===== src/rtl/i2c_target.sv =====
// I2C target endpoint: answers one fixed 7-bit address, receives write bytes and
// returns read bytes supplied by the client. SDA is open-drain; SCL is never driven.
`timescale 1ns/1ps
module i2c_target #(
    parameter logic [6:0] ADDR = 7'b1101011
) (
    input  logic       clk,
    input  logic       rst_n,
    input  logic       scl_in,
    input  logic       sda_in,
    output logic       sda_out,
    input  logic [7:0] tx_data,
    output logic [7:0] rx_data,
    output logic       rx_valid,
    output logic       tx_req,
    output logic       busy,
    output logic       rw
);

    typedef enum logic [2:0] {
        S_IDLE,
        S_ADDR,
        S_ADDR_ACK,
        S_RX_DATA,
        S_RX_ACK,
        S_TX_DATA,
        S_TX_ACK,
        S_WAIT_STOP
    } state_t;

    state_t      r_state, w_state_nxt;

    logic        r_scl_s1, r_scl_s2, r_scl_d;
    logic        r_sda_s1, r_sda_s2, r_sda_d;

    logic [7:0]  r_shift,    w_shift_nxt;
    logic [2:0]  r_bitcnt,   w_bitcnt_nxt;
    logic        r_phase,    w_phase_nxt;
    logic        r_sda_out,  w_sda_nxt;
    logic [7:0]  r_rx_data,  w_rx_data_nxt;
    logic        r_rx_valid, w_rx_valid_nxt;
    logic        r_tx_req,   w_tx_req_nxt;
    logic        r_busy,     w_busy_nxt;
    logic        r_rw,       w_rw_nxt;

    logic        w_scl_rise, w_scl_fall, w_start, w_stop;
    logic [7:0]  w_byte;
    logic        w_last_bit, w_match;

    always_ff @(posedge clk or negedge rst_n) begin
        if (!rst_n) begin
            r_scl_s1 <= 1'b1;
            r_scl_s2 <= 1'b1;
            r_scl_d  <= 1'b1;
            r_sda_s1 <= 1'b1;
            r_sda_s2 <= 1'b1;
            r_sda_d  <= 1'b1;
        end else begin
            r_scl_s1 <= scl_in;
            r_scl_s2 <= r_scl_s1;
            r_scl_d  <= r_scl_s2;
            r_sda_s1 <= sda_in;
            r_sda_s2 <= r_sda_s1;
            r_sda_d  <= r_sda_s2;
        end
    end

    assign w_scl_rise = r_scl_s2 & ~r_scl_d;
    assign w_scl_fall = ~r_scl_s2 & r_scl_d;
    assign w_start    = r_scl_s2 & r_scl_d & r_sda_d & ~r_sda_s2;
    assign w_stop     = r_scl_s2 & r_scl_d & ~r_sda_d & r_sda_s2;
    assign w_byte     = {r_shift[6:0], r_sda_s2};
    assign w_last_bit = (r_bitcnt == 3'd7);
    assign w_match    = (w_byte[7:1] == ADDR);

    always_ff @(posedge clk or negedge rst_n) begin
        if (!rst_n) r_state <= S_IDLE;
        else        r_state <= w_state_nxt;
    end

    // START/STOP override any SCL edge seen in the same cycle.
    always_comb begin
        w_state_nxt = r_state;
        if (w_start) begin
            w_state_nxt = S_ADDR;
        end else if (w_stop) begin
            w_state_nxt = S_IDLE;
        end else begin
            case (r_state)
                S_ADDR: begin
                    if (w_scl_rise && w_last_bit) begin
                        if (w_match) w_state_nxt = S_ADDR_ACK;
                        else         w_state_nxt = S_WAIT_STOP;
                    end
                end
                S_ADDR_ACK: begin
                    if (w_scl_fall && r_phase) begin
                        if (r_rw) w_state_nxt = S_TX_DATA;
                        else      w_state_nxt = S_RX_DATA;
                    end
                end
                S_RX_DATA: if (w_scl_rise && w_last_bit) w_state_nxt = S_RX_ACK;
                S_RX_ACK:  if (w_scl_fall && r_phase)    w_state_nxt = S_RX_DATA;
                S_TX_DATA: if (w_scl_fall && r_bitcnt == 3'd0) w_state_nxt = S_TX_ACK;
                S_TX_ACK: begin
                    if (w_scl_rise && r_sda_s2)     w_state_nxt = S_WAIT_STOP;
                    else if (w_scl_fall && r_phase) w_state_nxt = S_TX_DATA;
                end
                default: ;
            endcase
        end
    end

    always_comb begin
        w_sda_nxt      = r_sda_out;
        w_shift_nxt    = r_shift;
        w_bitcnt_nxt   = r_bitcnt;
        w_phase_nxt    = r_phase;
        w_rx_data_nxt  = r_rx_data;
        w_rx_valid_nxt = 1'b0;
        w_tx_req_nxt   = 1'b0;
        w_busy_nxt     = r_busy;
        w_rw_nxt       = r_rw;
        if (w_start) begin
            w_sda_nxt    = 1'b1;
            w_bitcnt_nxt = '0;
            w_shift_nxt  = '0;
            w_phase_nxt  = 1'b0;
            w_busy_nxt   = 1'b0;
        end else if (w_stop) begin
            w_sda_nxt   = 1'b1;
            w_phase_nxt = 1'b0;
            w_busy_nxt  = 1'b0;
        end else begin
            case (r_state)
                S_ADDR: begin
                    if (w_scl_rise) begin
                        w_shift_nxt  = w_byte;
                        w_bitcnt_nxt = r_bitcnt + 3'd1;
                        if (w_last_bit && w_match) begin
                            w_rw_nxt    = w_byte[0];
                            w_busy_nxt  = 1'b1;
                            w_phase_nxt = 1'b0;
                        end
                    end
                end
                S_ADDR_ACK: begin
                    if (w_scl_fall) begin
                        if (!r_phase) begin
                            w_sda_nxt   = 1'b0;
                            w_phase_nxt = 1'b1;
                        end else if (r_rw) begin
                            w_shift_nxt  = tx_data;
                            w_tx_req_nxt = 1'b1;
                            w_sda_nxt    = tx_data[7];
                            w_bitcnt_nxt = '0;
                        end else begin
                            w_sda_nxt    = 1'b1;
                            w_bitcnt_nxt = '0;
                        end
                    end
                end
                S_RX_DATA: begin
                    if (w_scl_rise) begin
                        w_shift_nxt  = w_byte;
                        w_bitcnt_nxt = r_bitcnt + 3'd1;
                        if (w_last_bit) begin
                            w_rx_data_nxt  = w_byte;
                            w_rx_valid_nxt = 1'b1;
                            w_phase_nxt    = 1'b0;
                        end
                    end
                end
                S_RX_ACK: begin
                    if (w_scl_fall) begin
                        w_sda_nxt   = r_phase;
                        w_phase_nxt = 1'b1;
                    end
                end
                // Bit counter advances on rise; wrapping to 0 marks the byte as fully clocked out.
                S_TX_DATA: begin
                    if (w_scl_rise) begin
                        w_bitcnt_nxt = r_bitcnt + 3'd1;
                    end else if (w_scl_fall) begin
                        if (r_bitcnt == 3'd0) begin
                            w_sda_nxt   = 1'b1;
                            w_phase_nxt = 1'b0;
                        end else begin
                            w_shift_nxt = {r_shift[6:0], 1'b0};
                            w_sda_nxt   = r_shift[6];
                        end
                    end
                end
                S_TX_ACK: begin
                    if (w_scl_rise) begin
                        w_phase_nxt = ~r_sda_s2;
                    end else if (w_scl_fall && r_phase) begin
                        w_shift_nxt  = tx_data;
                        w_tx_req_nxt = 1'b1;
                        w_sda_nxt    = tx_data[7];
                        w_bitcnt_nxt = '0;
                    end
                end
                S_WAIT_STOP: w_sda_nxt = 1'b1;
                default: ;
            endcase
        end
    end

    always_ff @(posedge clk or negedge rst_n) begin
        if (!rst_n) begin
            r_sda_out  <= 1'b1;
            r_shift    <= '0;
            r_bitcnt   <= '0;
            r_phase    <= 1'b0;
            r_rx_data  <= '0;
            r_rx_valid <= 1'b0;
            r_tx_req   <= 1'b0;
            r_busy     <= 1'b0;
            r_rw       <= 1'b0;
        end else begin
            r_sda_out  <= w_sda_nxt;
            r_shift    <= w_shift_nxt;
            r_bitcnt   <= w_bitcnt_nxt;
            r_phase    <= w_phase_nxt;
            r_rx_data  <= w_rx_data_nxt;
            r_rx_valid <= w_rx_valid_nxt;
            r_tx_req   <= w_tx_req_nxt;
            r_busy     <= w_busy_nxt;
            r_rw       <= w_rw_nxt;
        end
    end

    assign sda_out  = r_sda_out;
    assign rx_data  = r_rx_data;
    assign rx_valid = r_rx_valid;
    assign tx_req   = r_tx_req;
    assign busy     = r_busy;
    assign rw       = r_rw;

endmodule

===== config.mk =====
export PLATFORM = sky130hd
export DESIGN_NAME = i2c_target
export DESIGN_NICKNAME = d
export VERILOG_FILES = /design/src/rtl/i2c_target.sv
export SDC_FILE = /design/constraint.sdc
export NUM_CORES = 1
export LEC_CHECK = 0
export ABC_AREA = 1
export BUFFER_PORTS_ARGS = -buffer_cell sky130_fd_sc_hd__clkbuf_2
export CAP_MARGIN = 20
export CORE_MARGIN = 1
export CORE_UTILIZATION = 53
export CTS_CLUSTER_SIZE = 12
export DETAILED_ROUTE_END_ITERATION = 8
export MAX_ROUTING_LAYER = met4
export PLACE_DENSITY_LB_ADDON = 0.15
export SYNTH_ARGS = -nofsm -noshare
export SYNTH_HDL_FRONTEND = slang
export SYNTH_SLANG_ARGS = --single-unit

===== constraint.sdc =====
create_clock -name clk -period 4.7 [get_ports clk]
set_clock_uncertainty 0.1 [all_clocks]
set_input_delay 0.705 -clock clk [delete_from_list [all_inputs] [get_ports clk]]
set_output_delay 0.705 -clock clk [all_outputs]
set_load 0.1 [all_outputs]

==> results.md <==
- In this run the remaining antenna-violating nets after routing total 0.
- The element type at the critical path start is a flop.
- The delay of the slowest cell on the worst path is 0.54 ns.
- The sink count of the clock tree is 33.
- The average wire per cell in the routed design is 11.7 microns.
- In the layout the commonest cells are 92 x sky130_fd_sc_hd__nand2_1, 26 x sky130_fd_sc_hd__inv_1, 26 x sky130_fd_sc_hd__dfrtp_1.
- In this run, synthesis produced a sequential element count of 33.
- The post-detailed-placement half-perimeter wirelength is 2.84 mm.
- The root buffer cell is sky130_fd_sc_hd__clkbuf_4.
- The synthesized netlist occupies a cell area of 0.00183 sq mm.
- Setup violations remaining at the end of the flow were counted as 0.
- After detailed routing, the number of remaining DRC violations is 0.
- The synthesized net count is 265.
- For this design, the slowest cell found on the critical path is sky130_fd_sc_hd__dfstp_2.
- At the worst endpoint, the required time is 3.89 ns.
- The vertical die dimension is 60.7 microns.
- The top achievable clock speed is 472 MHz.
- The peak supply drop is 307 uV.
- The average via count per standard cell is 5.10.
- After clock tree synthesis, the clock-pin slew on the worst setup and hold paths is 0.09 ns.
- Once the floorplan was initialized, standard cells occupied 57.9% of the core.
- The power per cell area is 629 mW/mm^2.
- The number of port buffers is 24.
- The detailed-routing iteration count for the pre-antenna-repair pass is 4.
- From synthesis to final layout, the design area changed by 11.2%.
- In this run the horizontal extent of the chip is 60.7 microns.
- The area of the die is 0.00369 sq mm.
- The data arrival time at the worst-slack endpoint is 1.31 ns.
- At the end of the flow, the number of nets in the layout was 292.
- STA classifies the critical path endpoint as an output port.
- Global routing finished with a remaining overflow of 0.
- The share of final-layout standard cells stronger than drive strength 1 is 19.8%.
- The region available for standard cell placement spans 0.00315 sq mm.
- The first global-routing pass estimated 6.38 mm of wire.
- The number of pins exceeding their max-slew limit in the final report is 0.
- Counting I/O delays and the setup requirement, the final critical path takes 2.12 ns.
- The max capacitance violation total is 0.
- The via count of the first global-routing pass is 1397.
- Of all nets on the critical path, the largest fanout is 2.
- The part of the Yosys area used for sequential elements is 45.7%.
- The number of standard cells after synthesis is 250.
- Final hold analysis gives a worst-case slack of 0.264 ns.
- Setup repair after global routing left no endpoint under its margin.
- Yosys printed 0 warnings.
- The congestion estimate from routability-driven global placement came to 0.976.
- Walking the worst path, the cells encountered are clkbuf_2.
- Pin placement for this block handled 25 I/O pins.
- In this run, post-CTS repair resized a total of 0 instances.
- Buffers inserted during clock tree synthesis total 5.
- The final critical-path share of the clock period is 45.0%.
- The number of failing hold endpoints at the final stage came to 0.
- The run finished with clean final reports.
- The mean post-synth cell area is 7.31 sq um.
- Headroom to the max-slew limit came out at 48.4%.
- The row count is 20.
- The library cell used most frequently in the layout, excluding fill and tap cells, is sky130_fd_sc_hd__nand2_1.
- The clock passes through at most 2 buffers.
- For this design the static power due to leakage is 1.12 nW.
- In this run, distinct cell masters in the synthesized netlist total 24.
- After detailed routing, the total wire length is 3.76 mm.
- The class of the most critical hold timing path is reg2reg.
- In this run the biggest area consumer among cell types represents 35.6% of the synthesized area.
- On the critical path the largest part of the delay comes from flip-flops.
- The clock reaches the later pin of the worst-skew pair after 0.34 ns.
- The total routing resource utilization after global routing is 24.8%.
- The detailed router finished its first iteration with 134 violations.
- For the pin with the worst max-slew slack, the measured transition is 0.774 ns.
- The total number of H-tree levels is 2.
- For this block, the via count after detailed routing is 1641.
- Once the clock tree was built, the setup fixing pass inserted 0 buffers.
- The worst setup path is of the reg2out kind.
- The sum of buffers and inverters on the critical path is 1.
- Entering global routing, the biggest net connects 34 pins.
- 0 antenna diodes ended up in the layout.
- The sum of negative setup slack is 0 ns.
- The TritonCTS clock tree is built.
- The number of antenna violations at the first check in global routing came to 0.
- In the post-synthesis netlist, the biggest area contributors are sky130_fd_sc_hd__dfrtp_1 36%, sky130_fd_sc_hd__nand2_1 19%, sky130_fd_sc_hd__dfstp_2 10%.
- The most area-hungry cell type in the Yosys netlist is sky130_fd_sc_hd__dfrtp_1.
- In this run, post-CTS hold repair placed 0 buffers.
-- final cells by class --
| cell class | count | area [sq um] |
|---|---|---|
| repair buffers | 24 | 120 |
| inverters | 29 | 109 |
| clock buffers | 5 | 37.5 |
| clock inverters | 3 | 17.5 |
| fillers | 299 | 1120 |
| well taps | 44 | 55.1 |
| flip-flops and latches | 33 | 835 |
| multi-input cells | 184 | 858 |
-- flip-flops by register name (all words and copies together), names as in the netlist --
name	flops
rx_valid	1
r_bitcnt	3
sda_out	1
r_sda_d	1
r_sda_s2	1
r_scl_s2	1
r_scl_s1	1
rw	1
r_state	3
r_phase	1
rx_data	8
r_shift	7
busy	1
r_scl_d	1
tx_req	1
r_sda_s1	1
-- report_power, final --
| part | internal, W | switching (W) | leakage [nW] |
|---|---|---|---|
| registers | 0.000358 | 0.0000713 | 0.416 |
| clock network | 0.0000563 | 0.000100 | 0.0310 |
| logic | 0.000212 | 0.000479 | 0.675 |
-- Yosys cell counts --
cell type and instances:
sky130_fd_sc_hd__o21ai_0 12, sky130_fd_sc_hd__nand4_4 1, sky130_fd_sc_hd__buf_4 2, sky130_fd_sc_hd__o211ai_1 1, sky130_fd_sc_hd__nand4_1 3, sky130_fd_sc_hd__a21oi_1 3, sky130_fd_sc_hd__nor2_2 3, sky130_fd_sc_hd__o21ai_1 8
sky130_fd_sc_hd__inv_1 26, sky130_fd_sc_hd__nand2_2 5, sky130_fd_sc_hd__nor3_1 1, sky130_fd_sc_hd__nor2_1 21, sky130_fd_sc_hd__inv_2 3, sky130_fd_sc_hd__nand3_2 2, sky130_fd_sc_hd__nand3_1 25, sky130_fd_sc_hd__o22ai_1 1
sky130_fd_sc_hd__a211oi_1 1, sky130_fd_sc_hd__a21oi_2 1, sky130_fd_sc_hd__dfrtp_1 26, sky130_fd_sc_hd__buf_2 2, sky130_fd_sc_hd__dfstp_2 7, sky130_fd_sc_hd__nor2_4 1, sky130_fd_sc_hd__nand2_1 92, sky130_fd_sc_hd__ha_1 3
-- routing by layer --
layer	up-vias	part of all wire (%)	global-route usage (%)
met5	-	0	-
met4	0	1.9	8.77
met3	8	6.2	6.82
met2	56	42	33.9
met1	729	50	35.2
li1	848	-	-
-- kinds of logic after synthesis --
group	after synthesis	share of synthesized area [%]
AOI/OAI and AO/OA	27	7.95
and+or+nand+nor	154	37.0
buffers and inverters	33	7.33
adders and majority gates	3	2.06
DFF	33	45.7
-- through the flow --
| step | utilization, % | instances | instance area [sq um] | power, W | setup WS, ns |
|---|---|---|---|---|---|
| after global routing | 64.4 | 322 | 2030 | 0.00142 | 2.51 |
| final | 64.4 | 322 | 2030 | 0.00128 | 2.58 |
| after detailed placement | 62.7 | 314 | 1980 | 0.00112 | 2.68 |
| after global placement | 62.7 | 314 | 1980 | 0.00112 | 2.71 |
| after CTS | 64.4 | 322 | 2030 | 0.00128 | 2.56 |
| after floorplan | - | 250 | 1830 | 0.000992 | 2.83 |
-- final timing paths --
path,startpoint,end,slack (ns),cells after the start
min,r_scl_s1$_DFF_PN1_,r_scl_s2$_DFF_PN1_,0.26,0
max in group asynchronous,rst_n,busy$_DFFE_PN0P_,3.69,1
max reg2reg,r_scl_d$_DFF_PN1_,r_shift[0]$_DFFE_PN0P_,2.66,9
max,sda_out$_DFFE_PN1P_,sda_out,2.58,1
min in group asynchronous,rst_n,r_state[2]$_DFFE_PN0P_,0.32,1
min reg2reg,r_scl_s1$_DFF_PN1_,r_scl_s2$_DFF_PN1_,0.26,0
Power figures use the tool's default switching activity.
